## config.mk

```make
export PLATFORM = sky130hd
export DESIGN_NAME = ahb_mtx_input_stage
export DESIGN_NICKNAME = d
export VERILOG_FILES = /design/src/rtl/ahb_mtx_pkg.sv /design/src/rtl/ahb_mtx_input_stage.sv
export SDC_FILE = /design/constraint.sdc
export NUM_CORES = 1
export LEC_CHECK = 0
export ABC_AREA = 1
export CAP_MARGIN = 20
export CORE_ASPECT_RATIO = 1.4
export CORE_MARGIN = 4
export CORE_UTILIZATION = 38
export DETAILED_ROUTE_END_ITERATION = 12
export PLACE_DENSITY = 0.85
export SETUP_SLACK_MARGIN = 0.05
export SYNTH_ARGS = -nofsm -noshare
export SYNTH_HDL_FRONTEND = slang
export SYNTH_SLANG_ARGS = --single-unit
```

## constraint.sdc

```tcl
create_clock -name HCLK -period 1.2 [get_ports HCLK]
set_input_delay 0.3 -clock HCLK [delete_from_list [all_inputs] [get_ports HCLK]]
set_output_delay 0.3 -clock HCLK [all_outputs]
set_load 0.02 [all_outputs]
```

## src/rtl/ahb_mtx_pkg.sv

```systemverilog
// rtl/ahb_mtx_pkg.sv - shared AHB encodings for the bus matrix
package ahb_mtx_pkg;

   localparam logic [1:0] HTRANS_IDLE   = 2'b00;
   localparam logic [1:0] HTRANS_BUSY   = 2'b01;
   localparam logic [1:0] HTRANS_NONSEQ = 2'b10;
   localparam logic [1:0] HTRANS_SEQ    = 2'b11;

   localparam logic [2:0] HBURST_SINGLE = 3'b000;
   localparam logic [2:0] HBURST_INCR   = 3'b001;
   localparam logic [2:0] HBURST_WRAP4  = 3'b010;
   localparam logic [2:0] HBURST_INCR4  = 3'b011;
   localparam logic [2:0] HBURST_WRAP8  = 3'b100;
   localparam logic [2:0] HBURST_INCR8  = 3'b101;
   localparam logic [2:0] HBURST_WRAP16 = 3'b110;
   localparam logic [2:0] HBURST_INCR16 = 3'b111;

   localparam logic [1:0] HRESP_OKAY    = 2'b00;
   localparam logic [1:0] HRESP_ERROR   = 2'b01;

endpackage

```

## src/rtl/ahb_mtx_input_stage.sv

```systemverilog
// rtl/ahb_mtx_input_stage.sv - per-master address-phase hold and request stage
module ahb_mtx_input_stage
   import ahb_mtx_pkg::*;
#(
   parameter int ADDR_W = 32,
   parameter int PROT_W = 4
) (
   input  logic              HCLK,
   input  logic              HRESETn,
   input  logic              HSELS,
   input  logic              HWRITES,
   input  logic              HMASTLOCKS,
   input  logic              HREADYS,
   input  logic [ADDR_W-1:0] HADDRS,
   input  logic [1:0]        HTRANSS,
   input  logic [2:0]        HSIZES,
   input  logic [2:0]        HBURSTS,
   input  logic [PROT_W-1:0] HPROTS,
   output logic              HREADYOUTS,
   output logic [1:0]        HRESPS,
   output logic              sel_o,
   output logic              write_o,
   output logic              mastlock_o,
   output logic [ADDR_W-1:0] addr_o,
   output logic [1:0]        trans_o,
   output logic [2:0]        size_o,
   output logic [2:0]        burst_o,
   output logic [PROT_W-1:0] prot_o,
   output logic              held_tran_o,
   input  logic              addr_granted_i,
   input  logic              hreadym_i,
   input  logic              data_valid_i,
   input  logic              hready_data_i,
   input  logic [1:0]        hresp_data_i
);

   logic              hold_sel;
   logic              hold_write;
   logic              hold_lock;
   logic [ADDR_W-1:0] hold_addr;
   logic [1:0]        hold_trans;
   logic [2:0]        hold_size;
   logic [2:0]        hold_burst;
   logic [PROT_W-1:0] hold_prot;
   logic              hold_granted;
   logic              held_tran;

   logic              tran_pend;
   logic              grant_now;

   assign tran_pend = HSELS & HREADYS & HTRANSS[1];
   assign grant_now = addr_granted_i & hreadym_i;

   // Capture the live address phase whenever the master's bus advances;
   // remember whether the port already owned an output stage at that point.
   always_ff @(posedge HCLK or negedge HRESETn) begin
      if (!HRESETn) begin
         hold_sel     <= 1'b0;
         hold_write   <= 1'b0;
         hold_lock    <= 1'b0;
         hold_addr    <= '0;
         hold_trans   <= HTRANS_IDLE;
         hold_size    <= 3'b000;
         hold_burst   <= HBURST_SINGLE;
         hold_prot    <= '0;
         hold_granted <= 1'b0;
      end else if (HREADYS) begin
         hold_sel     <= HSELS;
         hold_write   <= HWRITES;
         hold_lock    <= HMASTLOCKS;
         hold_addr    <= HADDRS;
         hold_trans   <= HTRANSS;
         hold_size    <= HSIZES;
         hold_burst   <= HBURSTS;
         hold_prot    <= HPROTS;
         hold_granted <= addr_granted_i;
      end
   end

   // Pending flag: set by an ungranted request, cleared by the grant that
   // takes it or by the master moving on; a same-cycle grant wins.
   always_ff @(posedge HCLK or negedge HRESETn) begin
      if (!HRESETn) begin
         held_tran <= 1'b0;
      end else if (tran_pend && !grant_now) begin
         held_tran <= 1'b1;
      end else if (held_tran && grant_now) begin
         held_tran <= 1'b0;
      end else if (HREADYS) begin
         held_tran <= 1'b0;
      end
   end

   // Present the held transfer while pending, else pass the live bus; a SEQ
   // that lost its arbitration must restart as NONSEQ at the new owner.
   always_comb begin
      sel_o      = HSELS;
      write_o    = HWRITES;
      mastlock_o = HMASTLOCKS;
      addr_o     = HADDRS;
      trans_o    = HTRANSS;
      size_o     = HSIZES;
      burst_o    = HBURSTS;
      prot_o     = HPROTS;
      if (held_tran) begin
         sel_o      = 1'b1;
         write_o    = hold_write;
         mastlock_o = hold_lock;
         addr_o     = hold_addr;
         trans_o    = hold_trans;
         size_o     = hold_size;
         burst_o    = hold_burst;
         prot_o     = hold_prot;
         if (hold_trans == HTRANS_SEQ && !hold_granted) begin
            trans_o = HTRANS_NONSEQ;
         end
      end
   end

   // Master handshake: a pending address phase stalls the master unless the
   // data phase is terminating with ERROR.
   always_comb begin
      HRESPS     = HRESP_OKAY;
      HREADYOUTS = ~held_tran;
      if (data_valid_i) begin
         HRESPS     = hresp_data_i;
         HREADYOUTS = hready_data_i & (~held_tran | (hresp_data_i == HRESP_ERROR));
      end
   end

   assign held_tran_o = held_tran;

   // hold_sel is captured for completeness of the address phase; a held
   // transfer is always selected so it does not reach the outputs.
   logic unused_hold_sel;
   assign unused_hold_sel = hold_sel;

endmodule

```

==> results.json <==
{
  "outcome": "complete, but fails checks",
  "violations": "negative setup slack",
  "ant_nets": 0,
  "drt_first_pass_iters": 4,
  "cp-end-kind": "primary output",
  "cts_tree": "built",
  "period_share_pct": 147,
  "area_growth_syn_to_layout_pct": 105,
  "fin_tns_setup_ps": -23490,
  "synthDistinctLibCells": 16,
  "dpl.cell_count": 498,
  "required_ps": 900,
  "die_w_um": 74.8,
  "layout.cells.non_filler": 529,
  "setup_ws_ps": -565,
  "hold_viol": 0,
  "place_congestion": 0.747,
  "maxCapViolations": 0,
  "initial_core_util_pct": 40.0,
  "avgSynthCellArea_um2": 7.47,
  "critPathKind": "register to primary output",
  "post-route-min-period_ps": 1770,
  "synthesis.area_um2": 2380,
  "drt-total-wl_mm": 8.32,
  "io_buffers": 106,
  "synth.yosys.seq_area_share_pct": 50.6,
  "clock_path_buffers": 2,
  "numClockSinks": 48,
  "layout_common_cells": "nand2_1 (69), buf_6 (62), inv_1 (51)",
  "tightestPinTransition_ps": 260,
  "p_switching_mw": 1.55,
  "grt.overflow.total": 0,
  "diodes": 0,
  "worstSetupStartpointType": "register",
  "cts_inserted_buffers": 5,
  "grt_pass1_vias": 2862,
  "worstSkewPairLatency_ps": 300,
  "drt-wirelength-per-cell_um": 15.7,
  "critPathArrivalTime_ps": 1470,
  "clk_pin_slew_ps": 90,
  "crit_fanout": 8,
  "die_area_um2": 7600,
  "peakVddDrop_v": 0.000776,
  "internal_power_mw": 3.31,
  "rsz0062_at_grt": "yes",
  "grt_pass1_wl_mm": 13.2,
  "drt_iter0_markers": 144,
  "utilization_pct": 81.7,
  "rows": 33,
  "seq_power_share_pct": 37.2,
  "synth_nets": 374,
  "drive_gt1_share_pct": 41.0,
  "htree_num_levels": 2,
  "antenna_found_initial": 0,
  "post-route-drc-count": 0,
  "core_area_um2": 5950,
  "cts_root_buffer": "clkbuf_8",
  "yosys_warnings": 0,
  "vias": 2607,
  "slew_headroom_pct": 82.7,
  "setup_viol": 49,
  "via_per_inst": 4.93,
  "power_density_nw_per_um2": 999,
  "mostFrequentLayoutCell": "nand2_1",
  "track_usage_pct": 22.5,
  "layout.nets": 514,
  "grt_max_degree": 49,
  "pwr-share-clk_pct": 24.0,
  "p_leak_nw": 2.30,
  "finalMaxSlewViolations": 0,
  "die_h_um": 102,
  "p_comb_share_pct": 38.8,
  "ios": 107,
  "hold_path.class": "primary input to register",
  "max_freq_mhz": 566,
  "swShare_pct": 31.9,
  "dp_hpwl_mm": 5.19,
  "fin_worst_skew_ps": 0,
  "ys_seq_elements": 48,
  "synth_cells": 318
}
==> registers in the layout, indices dropped and copies added (netlist names) <==
name / cells
hold_addr: 32
hold_prot: 4
hold_burst: 3
hold_size: 3
hold_trans: 2
held_tran_o: 1
hold_granted: 1
hold_lock: 1
hold_write: 1
==> kinds of logic after synthesis <==
| logic type | count (synthesis) | synth area share, % |
|---|---|---|
| compound gates | 92 | 19.5 |
| buf+inv | 71 | 12.6 |
| flops | 48 | 50.6 |
| simple gates | 107 | 17.3 |
==> layer usage <==
layer	share of wire, %	track usage [%]	up-vias
li1	-	-	1274
met1	37	24.9	1237
met2	56	40.2	79
met3	4.5	3.87	17
met4	2.7	11.1	0
met5	0	0	-
==> path summary, 6_finish.rpt <==
kind / from / cells after the start / slack (ps) / end
min in group asynchronous: HRESETn / 3 / 500 / hold_addr[28]$_DFFE_PN0P_
min: HREADYS / 3 / 390 / hold_addr[14]$_DFFE_PN0P_
min reg2reg: hold_trans[0]$_DFFE_PN0P_ / 2 / 510 / hold_trans[0]$_DFFE_PN0P_
max: held_tran_o$_DFFE_PN0P_ / 6 / -570 / addr_o[10]
max reg2reg: held_tran_o$_DFFE_PN0P_ / 3 / 310 / held_tran_o$_DFFE_PN0P_
max in group asynchronous: HRESETn / 3 / 460 / hold_addr[9]$_DFFE_PN0P_
==> cell type report <==
| type | instances | area, µm² |
|---|---|---|
| Clock buffer | 5 | 68.8 |
| Sequential cell | 48 | 1200 |
| Inverter | 52 | 203 |
| Tap cell | 70 | 87.6 |
| Multi-Input combinational cell | 199 | 1440 |
| Timing Repair Buffer | 152 | 1810 |
| Fill cell | 356 | 1090 |
| Clock inverter | 3 | 42.5 |
==> stage by stage <==
stage               power (mW)  setup slack (ps)  hold WS [ps]  area, µm²
finish                    4.86              -565           389       4860
global route              5.09              -618           378       4860
CTS                       4.81              -603           373       4730
detailed placement        3.39              -737           307       4160
global placement          3.35              -711           303       4160
floorplan                 2.68              -141          4.41       2890
==> worst max-delay path, stage by stage, from the launching register on <==
cell       delay [ps]
dfrtp_2           430
inv_8              70
buf_12            140
clkbuf_16         160
buf_12            120
o21ai_4           110
buf_6             130
==> Yosys cell counts <==
master    number  area [µm²]
nand3_1        3        15.0
or2_2          1        6.26
clkbuf_2       5        25.0
o21ai_2        1        8.76
clkbuf_1       2        7.51
nand4_1        1        6.26
o21ai_1        7        35.0
nor2_1         1        3.75
nand2_1      101         379
o21ai_0       83         415
dfrtp_1       48        1200
buf_2         10        50.1
a21oi_1        1        5.00
buf_6          2        22.5
inv_1         51         191
inv_2          1        3.75
==> power by group through the flow <==
stage	clock network [mW]	logic [mW]	registers, mW
6_report	1.17	1.88	1.81
5_1_grt	1.26	2.02	1.82
4_1_cts	1.20	1.81	1.80
3_5_place_dp	0	1.56	1.83
3_3_place_gp	0	1.52	1.83
2_1_floorplan	0	0.854	1.83
==> timing repair <==
action | 4_1_cts | 5_1_grt
buffers inserted | 15 | 2
gates cloned | 4 | 3
endpoints found under the setup margin | 51 | 51
hold buffers | 1 | 0
pin swaps | 4 | 6
hold endpoints to repair | 48 | 0
gates resized for setup | 347 | 28
Power figures use the tool's default switching activity.
